===== src/rtl/serial_add_pkg.sv =====
// Purpose: shared definitions for the bit-serial adder (serial_add_seq).
// Contents:
//   state_t  - FSM state encoding. ST_BAD (2'd3) is never entered in
//              normal flow; the FSM steers it back to ST_IDLE.
package serial_add_pkg;

  typedef enum logic [1:0] {
    ST_IDLE = 2'd0,
    ST_RUN  = 2'd1,
    ST_DONE = 2'd2,
    ST_BAD  = 2'd3
  } state_t;

endpackage


===== src/rtl/half_add_cell.sv =====
// Purpose: single-bit half adder. Two of these form the full-adder step of
// the bit-serial adder.
// Ports:
//   x, y  in   operand bits
//   s     out  sum bit   (x ^ y)
//   c     out  carry bit (x & y)
module half_add_cell (
  input  logic x,
  input  logic y,
  output logic s,
  output logic c
);

  assign s = x ^ y;
  assign c = x & y;

endmodule


===== src/rtl/serial_add_seq.sv =====
// Purpose: bit-serial WIDTH-bit adder. Accepts an operand pair over a
// valid/ready handshake, adds LSB-first one bit per clock, and presents
// sum/cout over a second valid/ready handshake.
// Handshakes: a transfer happens on a rising clk edge where valid and ready
// are both high. in_ready is high only in IDLE, out_valid only in DONE; both
// are decoded from registered state, so neither depends on in_valid or
// out_ready combinationally.
// Ports:
//   clk, rst             clock, asynchronous active-high reset
//   in_valid/in_ready    operand handshake; a, b sampled on accept
//   a, b                 WIDTH-bit operands
//   out_valid/out_ready  result handshake
//   sum                  (a+b) mod 2^WIDTH, held until the next result
//   cout                 carry out of bit WIDTH-1
//   busy                 high while bits are being added (RUN)
module serial_add_seq
  import serial_add_pkg::*;
#(
  parameter int WIDTH = 8
) (
  input  logic             clk,
  input  logic             rst,
  input  logic             in_valid,
  output logic             in_ready,
  input  logic [WIDTH-1:0] a,
  input  logic [WIDTH-1:0] b,
  output logic             out_valid,
  input  logic             out_ready,
  output logic [WIDTH-1:0] sum,
  output logic             cout,
  output logic             busy
);

  localparam int            CW   = (WIDTH > 1) ? $clog2(WIDTH) : 1;
  localparam logic [CW-1:0] LAST = CW'(WIDTH - 1);

  state_t           state;
  state_t           state_nxt;
  logic [WIDTH-1:0] a_sh;
  logic [WIDTH-1:0] b_sh;
  logic [WIDTH-1:0] s_sh;
  logic [WIDTH-1:0] sum_q;
  logic             cout_q;
  logic             carry;
  logic [CW-1:0]    count;

  logic ha0_s, ha0_c, ha1_s, ha1_c;
  logic bit_s, bit_c;
  logic accept, last_step, release_out;

  // Full-adder step built from two half adders; carry out is the OR of the
  // two half carries (they can never both be 1).
  half_add_cell u_ha0 (.x(a_sh[0]), .y(b_sh[0]), .s(ha0_s), .c(ha0_c));
  half_add_cell u_ha1 (.x(ha0_s),   .y(carry),   .s(ha1_s), .c(ha1_c));

  assign bit_s = ha1_s;
  assign bit_c = ha0_c | ha1_c;

  assign accept      = (state == ST_IDLE) && in_valid;
  assign last_step   = (state == ST_RUN) && (count == LAST);
  assign release_out = (state == ST_DONE) && out_ready;

  always_comb begin
    state_nxt = state;
    case (state)
      ST_IDLE: if (accept)      state_nxt = ST_RUN;
      ST_RUN:  if (last_step)   state_nxt = ST_DONE;
      ST_DONE: if (release_out) state_nxt = ST_IDLE;
      default:                  state_nxt = ST_IDLE;
    endcase
  end

  always_ff @(posedge clk or posedge rst) begin
    if (rst) state <= ST_IDLE;
    else     state <= state_nxt;
  end

  always_ff @(posedge clk or posedge rst) begin
    if (rst) begin
      a_sh   <= '0;
      b_sh   <= '0;
      s_sh   <= '0;
      sum_q  <= '0;
      cout_q <= 1'b0;
      carry  <= 1'b0;
      count  <= '0;
    end else if (accept) begin
      a_sh  <= a;
      b_sh  <= b;
      carry <= 1'b0;
      count <= '0;
    end else if (state == ST_RUN) begin
      a_sh  <= a_sh >> 1;
      b_sh  <= b_sh >> 1;
      s_sh  <= {bit_s, s_sh[WIDTH-1:1]};
      carry <= bit_c;
      // Hold at the last index so count never wraps.
      if (!last_step) count <= count + CW'(1);
      // Result is captured into its own register so it stays put through
      // the next operation until a new result replaces it.
      if (last_step) begin
        sum_q  <= {bit_s, s_sh[WIDTH-1:1]};
        cout_q <= bit_c;
      end
    end
  end

  assign in_ready  = (state == ST_IDLE);
  assign out_valid = (state == ST_DONE);
  assign busy      = (state == ST_RUN);
  assign sum       = sum_q;
  assign cout      = cout_q;

endmodule


===== config.mk =====
export PLATFORM = sky130hd
export DESIGN_NAME = serial_add_seq
export DESIGN_NICKNAME = d
export VERILOG_FILES = /design/src/rtl/serial_add_pkg.sv /design/src/rtl/half_add_cell.sv /design/src/rtl/serial_add_seq.sv
export SDC_FILE = /design/constraint.sdc
export NUM_CORES = 1
export LEC_CHECK = 0
export CAP_MARGIN = 20
export CORE_ASPECT_RATIO = 0.8
export CORE_MARGIN = 3
export CORE_UTILIZATION = 44
export CTS_CLUSTER_SIZE = 20
export DETAILED_ROUTE_END_ITERATION = 10
export DONT_BUFFER_PORTS = 1
export SYNTH_ARGS = -nofsm -noshare
export SYNTH_HDL_FRONTEND = slang
export SYNTH_SLANG_ARGS = --single-unit

===== constraint.sdc =====
create_clock -name clk -period 2.3 [get_ports clk]
set_input_delay 0.46 -clock clk [delete_from_list [all_inputs] [get_ports clk]]
set_output_delay 0.46 -clock clk [all_outputs]
set_load 0.03 [all_outputs]

======== Yosys cells after proc, flatten, opt, wreduce, memory -nomap -nowiden ========
Index checks and enable logic that the tools add are counted.
word-level totals
  register bits ........................... 39
  output and inout port bits .............. 12
  word-level logic and storage cells ...... 44
operators by class
  add/sub/neg operators ................... 1
  equal/unequal tests ..................... 7
  muxes and demuxes ....................... 13
  bitwise logic cells ..................... 6
  reductions and logical operators ........ 9
operators by type and width
  cell                                                 number
  two-way mux 8 bit                                    4
  two-way mux 3 bit                                    3
  two-way mux 2 bit                                    3
  != test 2 x 1 -> 1 bit, second input constant        3
  case mux 2 bit (3 select lines)                      1
  AND reduction 3 bit                                  2
  AND reduction 2 bit                                  2
  adder 3 x 1 -> 3 bit, second input constant          1
  equality test 3 bit, second input constant           1
  logical AND 1 bit                                    3
  bitwise AND 1 bit                                    2
  equality test 2 x 1 -> 1 bit, second input constant  1
  equality test 2 bit, second input constant           1
  zero test 2 bit                                      1
  two-way mux 1 bit                                    2
  != test 2 bit, second input constant                 1
  nonzero test 2 bit                                   1
  XOR 1 bit                                            2
  NOT 1 bit                                            1
  OR 1 bit                                             1

======== Longest topological paths before layout ========
Gate-level depths: netlist of run 1.
  depth in word-level cells ............... 5
  gate-level depth with buffers ........... 6
  mapped depth without buffers ............ 5

======== By module ========
From an unflattened synthesis of run 1, not the netlist that was laid out.
second synthesis, totals
  cell total of the unflattened synthesis .. 153
  area, all modules ....................... 1707.9 µm²
modules (own cells, without submodules)
  module          times used  cells each  area an instance (µm²)  seq. area each (µm²)
  serial_add_seq  1           151         1682.9                  950.9
  half_add_cell   2           1           12.5                    0.0

======== Least setup slack after synthesis of run 1 ========
No wires, ideal clock.
  path type ............................... reg2out
  from .................................... reg state[0]
  to ...................................... out out_valid
  data arrival time ....................... 1.120 ns
  data required time ...................... 1.840 ns
  setup slack ............................. 0.720 ns
  cell stages (with the launch flop) ...... 4
  cells stage by stage .................... dfrtp_1 buf_4 clkbuf_1 nor2_1
on the way
  word-level cells in the longest chain between the ends .. 1
ends and longest elaborated chain
  element                 line                   RTL
  start, declared         serial_add_seq.sv:37   state_t state;
  start signal, assigned  serial_add_seq.sv:75   else state <= state_nxt;
  equality test 2 bit     serial_add_seq.sv:109  assign out_valid = (state == ST_DONE);
  end, declared           serial_add_seq.sv:27   output logic out_valid,
Every way passes these cells.

======== Worst setup path after layout of run 1 ========
  from .................................... reg state[1]
  to ...................................... out out_valid
Same word-level chain as after synthesis.

==> metrics.csv, run 1 <==
stage,metric,value,unit
clock_network,TritonCTS Buffers,5,
setup_path,CP Launch Type,flop,
pwr,maximum vdd ir drop,0.6310,mV
synth,register area share after synthesis,54.09,%
finish,antenna diode count,0,
timing,setup violation total in the final timing report,0,
clock_network,H-tree depth,2,
clock_network,clock tree from TritonCTS,done,
timing,setup repair after global routing missed its margin,no,
setup_path,required time reported for the critical path endpoint,1.84,ns
synth,"EDFF count, synth",0,
route,number of iterations in the first detailed-routing pass,4,
timing,maximum frequency from static timing analysis,0.4778,GHz
synth,most repeated cell in the gate-level netlist after synthesis,sky130_fd_sc_hd__dfrtp_1,
finish,proportion of layout cells with a drive suffix above 1,20.13,%
synth,distinct cell type count after synthesis,35,
global_routing,most used routing layer,met1,
finish,area used by multi-input combinational logic,726.9,um2
die,die outline area,0.004795,mm2
synth,Syn Area/Cell,12.04,um2
pwr,cell area power density,1535,mW/mm2
finish,area growth from synthesis to final layout,8.612,%
route,number of nets with antenna violations after routing,0,
finish,Final #Nets,171,
place,Port-buffer cells,0,
synth,share of the synthesized area in the top cell type,54.09,%
route,post-detailed-route via-to-cell ratio,5.552,
route,Total Routed Length,3.379,mm
setup_path,critical setup path kind,reg2out,
pwr,leakage power,0.8652,nW
synth,number of warnings printed during yosys synthesis,0,
clock_network,clock sink count,38,
synth,dominant cell type by area after synthesis,sky130_fd_sc_hd__dfrtp_1,
global_routing,overall routing resource usage,15.42,%
timing,Worst-Margin Slew,0.6587,ns
clock_network,number of setup buffers added after CTS,0,
timing,final worst-path setup slack,0.2072,ns
pwr,Overall Power,2.930,mW
route,per-cell routed wire length,16.81,um
synth,fraction of registers with async set/reset,100.0,%
global_routing,first-pass GRT wire length,5.892,mm
route,count of routing violations after the opening detailed-route iteration,37,
synth,number of synthesized register bits,38,
place,Placement Setup Slack,0.5580,ns
clock_network,largest buffer count on any clock path,2,
global_routing,met2 Usage GRT,20.76,%
global_routing,global-route met3 utilization,5.908,%
global_routing,antenna violations before repair,0,
clock_network,"CTS clk-pin slew, worst paths",0.08,ns
finish,area taken by flip-flops and latches,950.9,um2
synth,post-synthesis net count,169,
synth,Most used DFF post-synth,sky130_fd_sc_hd__dfrtp_1,
die,starting density of the core,48.33,%
timing,sum of negative setup slack,0,ns
global_routing,GR met1 Demand/Resource,22.07,%
synth,Post-Syn Area,0.001758,mm2
die,width of the die,76.67,um
run,number of max-cap violations,0,
clock_network,clock network latency to the later pin of the worst-skew pair,0.29,ns
timing,post-layout minimum cycle time,2.093,ns
min_path,type of the worst min-delay path,in2async,
timing,max-slew violations,0,
setup_path,worst-path fanout max,13,
synth,number of standard cells after synthesis,146,
global_routing,number of global-route vias before repair,1205,
global_routing,largest net degree at the start of global routing,39,
place,detailed placer's ending HPWL,2.409,mm
clock_network,Post-CTS Resized,0,
die,Core Footprint,0.003637,mm2
setup_path,kind of end point of the critical path,output pin,
clock_network,clock root buffer master,sky130_fd_sc_hd__clkbuf_8,
die,vertical extent of the die,62.54,um
die,io pins,32,
global_routing,total grt overflow,0,
clock_network,number of hold-repair buffers added at the cts stage,0,
timing,setup clock skew after layout,0.005943,ns
route,drc violations,0,
route,Via Count,1116,
setup_path,data arrival time of the critical path,1.63,ns
timing,share of the clock period used by the worst path,90.99,%
finish,number of fillers in the final layout,316,
die,number of standard-cell rows in the floorplan,19,
synth,leading post-synthesis cells by instance count,"sky130_fd_sc_hd__dfrtp_1, sky130_fd_sc_hd__nand2_1, sky130_fd_sc_hd__mux2_4",
timing,number of hold violations in the final report,0,
run_status,status,"complete, no violations",
timing,headroom to the max-slew limit,56.04,%
synth,top cells by area in the synthesized netlist,"sky130_fd_sc_hd__dfrtp_1, sky130_fd_sc_hd__mux2_4, sky130_fd_sc_hd__nand2_1",
place,GP Congestion,0.8687,
-- cell families after synthesis --
group | after synthesis | share of synthesized area [%]
AO/OA/AOI/OAI | 32 | 15.16
buffers and inverters | 14 | 4.554
multiplexers | 10 | 8.327
flip-flops | 38 | 54.09
adder cells (fa/ha/maj) | 3 | 2.562
AND/OR/NAND/NOR | 49 | 15.30
-- state kept, by name, indices dropped and copies added, names as in the netlist --
signal  cells
a_sh        8
b_sh        8
carry       1
count       3
cout        1
s_sh        7
state       2
sum         8
-- cell type report --
class / count / share of cell area [%]
timing repair buffer: 3 / 1.180
multi-input combinational: 94 / 38.07
inverter: 6 / 1.573
tap: 52 / 3.408
sequential: 38 / 49.80
clock inverter: 3 / 2.359
clock buffer: 5 / 3.604
-- power by group --
group	internal (mW)	switching [mW]
clock network	0.322	0.237
registers	0.979	0.392
logic	0.504	0.495
-- critical path, stage by stage, from the launching register on --
cell and delay, ns:
sky130_fd_sc_hd__dfrtp_1 0.60, sky130_fd_sc_hd__clkinv_1 0.36, sky130_fd_sc_hd__nor2_1 0.19, sky130_fd_sc_hd__buf_4 0.18
-- cells in the final DEF, fill, tap and decap left out, types with 2 or more instances in the layout --
master | netlist | layout
sky130_fd_sc_hd__o22ai_1 | 5 | 5
sky130_fd_sc_hd__nor2_1 | 8 | 8
sky130_fd_sc_hd__nand3b_1 | 2 | 2
sky130_fd_sc_hd__a32o_1 | 2 | 2
sky130_fd_sc_hd__buf_4 | 2 | 3
sky130_fd_sc_hd__inv_1 | 4 | 4
sky130_fd_sc_hd__a21oi_1 | 4 | 4
sky130_fd_sc_hd__a22o_1 | 6 | 6
sky130_fd_sc_hd__o32ai_1 | 5 | 5
sky130_fd_sc_hd__nor2b_1 | 3 | 3
sky130_fd_sc_hd__clkinvlp_4 | 0 | 2
sky130_fd_sc_hd__nor3b_1 | 7 | 7
sky130_fd_sc_hd__a221oi_1 | 2 | 2
sky130_fd_sc_hd__mux2_4 | 9 | 9
sky130_fd_sc_hd__o22a_1 | 3 | 3
sky130_fd_sc_hd__nor3_1 | 2 | 2
sky130_fd_sc_hd__clkbuf_8 | 0 | 5
sky130_fd_sc_hd__dfrtp_1 | 38 | 38
sky130_fd_sc_hd__o221a_2 | 2 | 2
sky130_fd_sc_hd__ha_1 | 2 | 2
sky130_fd_sc_hd__nand2_1 | 21 | 21
-- worst paths after layout --
path                       cells past startpoint  startpoint  slack, ns         to
setup / recovery                               3    state[1]       0.21  out_valid
hold / removal                                 2         rst       0.17     sum[0]
setup reg to reg                               4    state[0]       0.60     sum[3]
hold reg to reg                                2     s_sh[1]       0.48    s_sh[1]
max in group asynchronous                      2         rst       1.79    a_sh[5]
min in group clk                               1   out_ready       0.25   state[1]
-- through the flow --
step | instances | hold slack, ns | utilization [%] | instance area (um2)
2_1_floorplan | 146 | 0.4459 | - | 1758
3_3_place_gp | 193 | 0.4744 | 49.36 | 1795
3_5_place_dp | 193 | 0.4659 | 49.36 | 1795
4_1_cts | 201 | 0.1762 | 52.49 | 1909
5_1_grt | 201 | 0.2071 | 52.49 | 1909
6_report | 201 | 0.1656 | 52.49 | 1909
-- layer usage --
metal  wire, um  up-vias
met5          0        -
li1           -      533
met2       1451       30
met3        212        6
met1       1674      547
met4         41        0
No activity file was read; power rests on OpenSTA's default activity.
==> run 2: changes to the inputs <==
- CELL_PAD_IN_SITES_DETAIL_PLACEMENT: unset -> 0
- CELL_PAD_IN_SITES_GLOBAL_PLACEMENT: unset -> 1
- GPL_TIMING_DRIVEN: unset -> 1
- PLACE_DENSITY_LB_ADDON: unset -> 0.1
==> run 2 against run 1 <==
Compared with the run above: via count up 3.3%; core utilization is 0.21 points lower; global-route usage is 0.71 points higher; register-to-register slack improved by 0.08 ns; routed wire length rose by 5.1%; largest power group unchanged; count of clock-buffer cells in the layout stayed put; critical path type unchanged; non-clock buffer count rose by 2.
==> metrics.csv, run 2 (same netlist as run 1, synthesis figures left out) <==
stage,metric,value,unit,change
run_status,status,"complete, no violations",,
global_routing,largest net degree at the start of global routing,26,,-33%
timing,setup repair after global routing missed its margin,no,,
route,number of nets with antenna violations after routing,0,,unchanged
clock_network,number of hold-repair buffers added at the cts stage,0,,unchanged
setup_path,delay contributed by the slowest stage of the critical path,0.59,ns,about the same
timing,number of hold violations in the final report,0,,unchanged
setup_path,required time reported for the critical path endpoint,1.84,ns,about the same
place,GP Congestion,0.7513,,-14%
timing,post-layout minimum cycle time,2.069,ns,-0.02379 ns
finish,"most common cell after layout, fill and taps aside",sky130_fd_sc_hd__dfrtp_1,,
timing,final worst-path setup slack,0.2310,ns,+0.02379 ns
route,Via Count,1153,,+3.3%
pwr,Overall Power,2.823,mW,-3.7%
timing,setup clock skew after layout,0.005105,ns,-0.0008387 ns
clock_network,H-tree depth,2,,unchanged
setup_path,data arrival time of the critical path,1.61,ns,-0.02 ns
timing,worst hold margin,0.1239,ns,-0.04167 ns
finish,most used cells in the layout excluding fill and tap cells,"sky130_fd_sc_hd__dfrtp_1, sky130_fd_sc_hd__nand2_1, sky130_fd_sc_hd__mux2_4",,
finish,number of fillers in the final layout,324,,+2.5%
die,vertical extent of the die,62.54,um,unchanged
pwr,leakage power,0.8728,nW,+0.88%
clock_network,"CTS clk-pin slew, worst paths",0.07,ns,about the same
finish,antenna diode count,0,,unchanged
timing,maximum frequency from static timing analysis,0.4833,GHz,+1.2%
timing,headroom to the max-slew limit,59.65,%,+3.6 points
timing,max-slew violations,0,,unchanged
route,post-detailed-route via-to-cell ratio,5.708,,+2.8%
clock_network,clock tree from TritonCTS,done,,
timing,share of the clock period used by the worst path,89.96,%,-1.0 points
place,detailed placer's ending HPWL,2.539,mm,+5.4%
clock_network,clock sink count,38,,unchanged
global_routing,first-pass GRT wire length,6.016,mm,+2.1%
setup_path,CP Launch Type,flop,,
place,dpl cells,195,,+1.0%
die,die outline area,0.004795,mm2,unchanged
die,Core Footprint,0.003637,mm2,unchanged
pwr,maximum vdd ir drop,0.7394,mV,+17%
min_path,type of the worst min-delay path,in2async,,
die,width of the die,76.67,um,unchanged
setup_path,family of cells with the greatest summed delay on the critical path,flip-flops,,
route,Total Routed Length,3.550,mm,+5.1%
place,Placement Cell Area,0.001823,mm2,+1.5%
place,Port-buffer cells,0,,unchanged
run,number of max-cap violations,0,,unchanged
global_routing,number of global-route vias before repair,1154,,-4.2%
setup_path,number of buffer and inverter stages on the critical path,2,,unchanged
die,io pins,32,,unchanged
finish,area growth from synthesis to final layout,8.185,%,
die,starting density of the core,48.33,%,unchanged
pwr,cell area power density,1484,mW/mm2,-3.3%
setup_path,ordered cell list for the critical path,clkinv_1 > nor2_1 > buf_4,,
timing,Worst-Margin Slew,0.6045,ns,-0.05417 ns
timing,sum of negative setup slack,0,ns,unchanged
route,number of iterations in the first detailed-routing pass,4,,unchanged
global_routing,total grt overflow,0,,unchanged
place,Placement Setup Slack,0.5340,ns,-0.02393 ns
setup_path,critical setup path kind,reg2out,,
clock_network,clock network latency to the later pin of the worst-skew pair,0.29,ns,about the same
route,per-cell routed wire length,17.57,um,+4.5%
clock_network,number of setup buffers added after CTS,0,,unchanged
route,count of routing violations after the opening detailed-route iteration,70,,+89%
finish,Final #Nets,173,,+1.2%
die,number of standard-cell rows in the floorplan,19,,unchanged
finish,post-route core utilization,52.29,%,-0.21 points
timing,setup violation total in the final timing report,0,,unchanged
setup_path,kind of end point of the critical path,output pin,,
global_routing,antenna violations before repair,0,,unchanged
finish,"Cell Count, Final, Fillers Out",202,,+0.50%
setup_path,highest-delay cell along the critical path,sky130_fd_sc_hd__dfrtp_1,,
finish,proportion of layout cells with a drive suffix above 1,20.67,%,+0.53 points
clock_network,Post-CTS Resized,0,,unchanged
global_routing,overall routing resource usage,16.14,%,+0.71 points
clock_network,largest buffer count on any clock path,2,,unchanged
clock_network,TritonCTS Buffers,5,,unchanged
finish,Post-Layout Inst Area,0.001902,mm2,-0.39%
setup_path,worst-path fanout max,13,,unchanged
clock_network,clock root buffer master,sky130_fd_sc_hd__clkbuf_8,,
route,drc violations,0,,unchanged
## run 2: changes by cell type in the layout (fill, tap and decap cells not counted), sizes merged
cell	before	now
bufinv	1	0
clkinvlp	2	0
clkinv	1	3
buf	3	5
## run 2: cell type report
class / count / area, um2 / area share, %
flip-flops and latches: 38 / 950.9 / 50.00
multi-input cells: 94 / 726.9 / 38.22
clock buffers: 5 / 68.82 / 3.618
well taps: 52 / 65.06 / 3.421
repair buffers: 5 / 50.05 / 2.632
inverters: 6 / 30.03 / 1.579
clock inverters: 2 / 10.01 / 0.5263
## run 2: report_power, final
part	leakage, nW	switching [mW]	internal (mW)
combinational	0.366	0.507	0.517
clock	0.0438	0.224	0.203
sequential	0.463	0.391	0.980
## run 2: worst paths after layout
check	startpoint	to	slack (ns)	cells after the start
setup / recovery	state[1]	out_valid	0.23	3
hold / removal	rst	s_sh[1]	0.12	1
setup reg to reg	state[1]	sum[2]	0.68	4
hold reg to reg	s_sh[5]	s_sh[4]	0.50	2
max in group asynchronous	rst	a_sh[5]	1.63	2
min in group clk	out_ready	state[1]	0.25	1
## run 2: routing by layer
| layer | share of wire (%) | vias up | GRT usage, % |
|---|---|---|---|
| met5 | 0 | - | 0 |
| met4 | 1.5 | 0 | 5.430 |
| met3 | 5.9 | 7 | 5.476 |
| met2 | 42 | 35 | 21.52 |
| met1 | 50 | 576 | 24.10 |
| li1 | - | 535 | - |
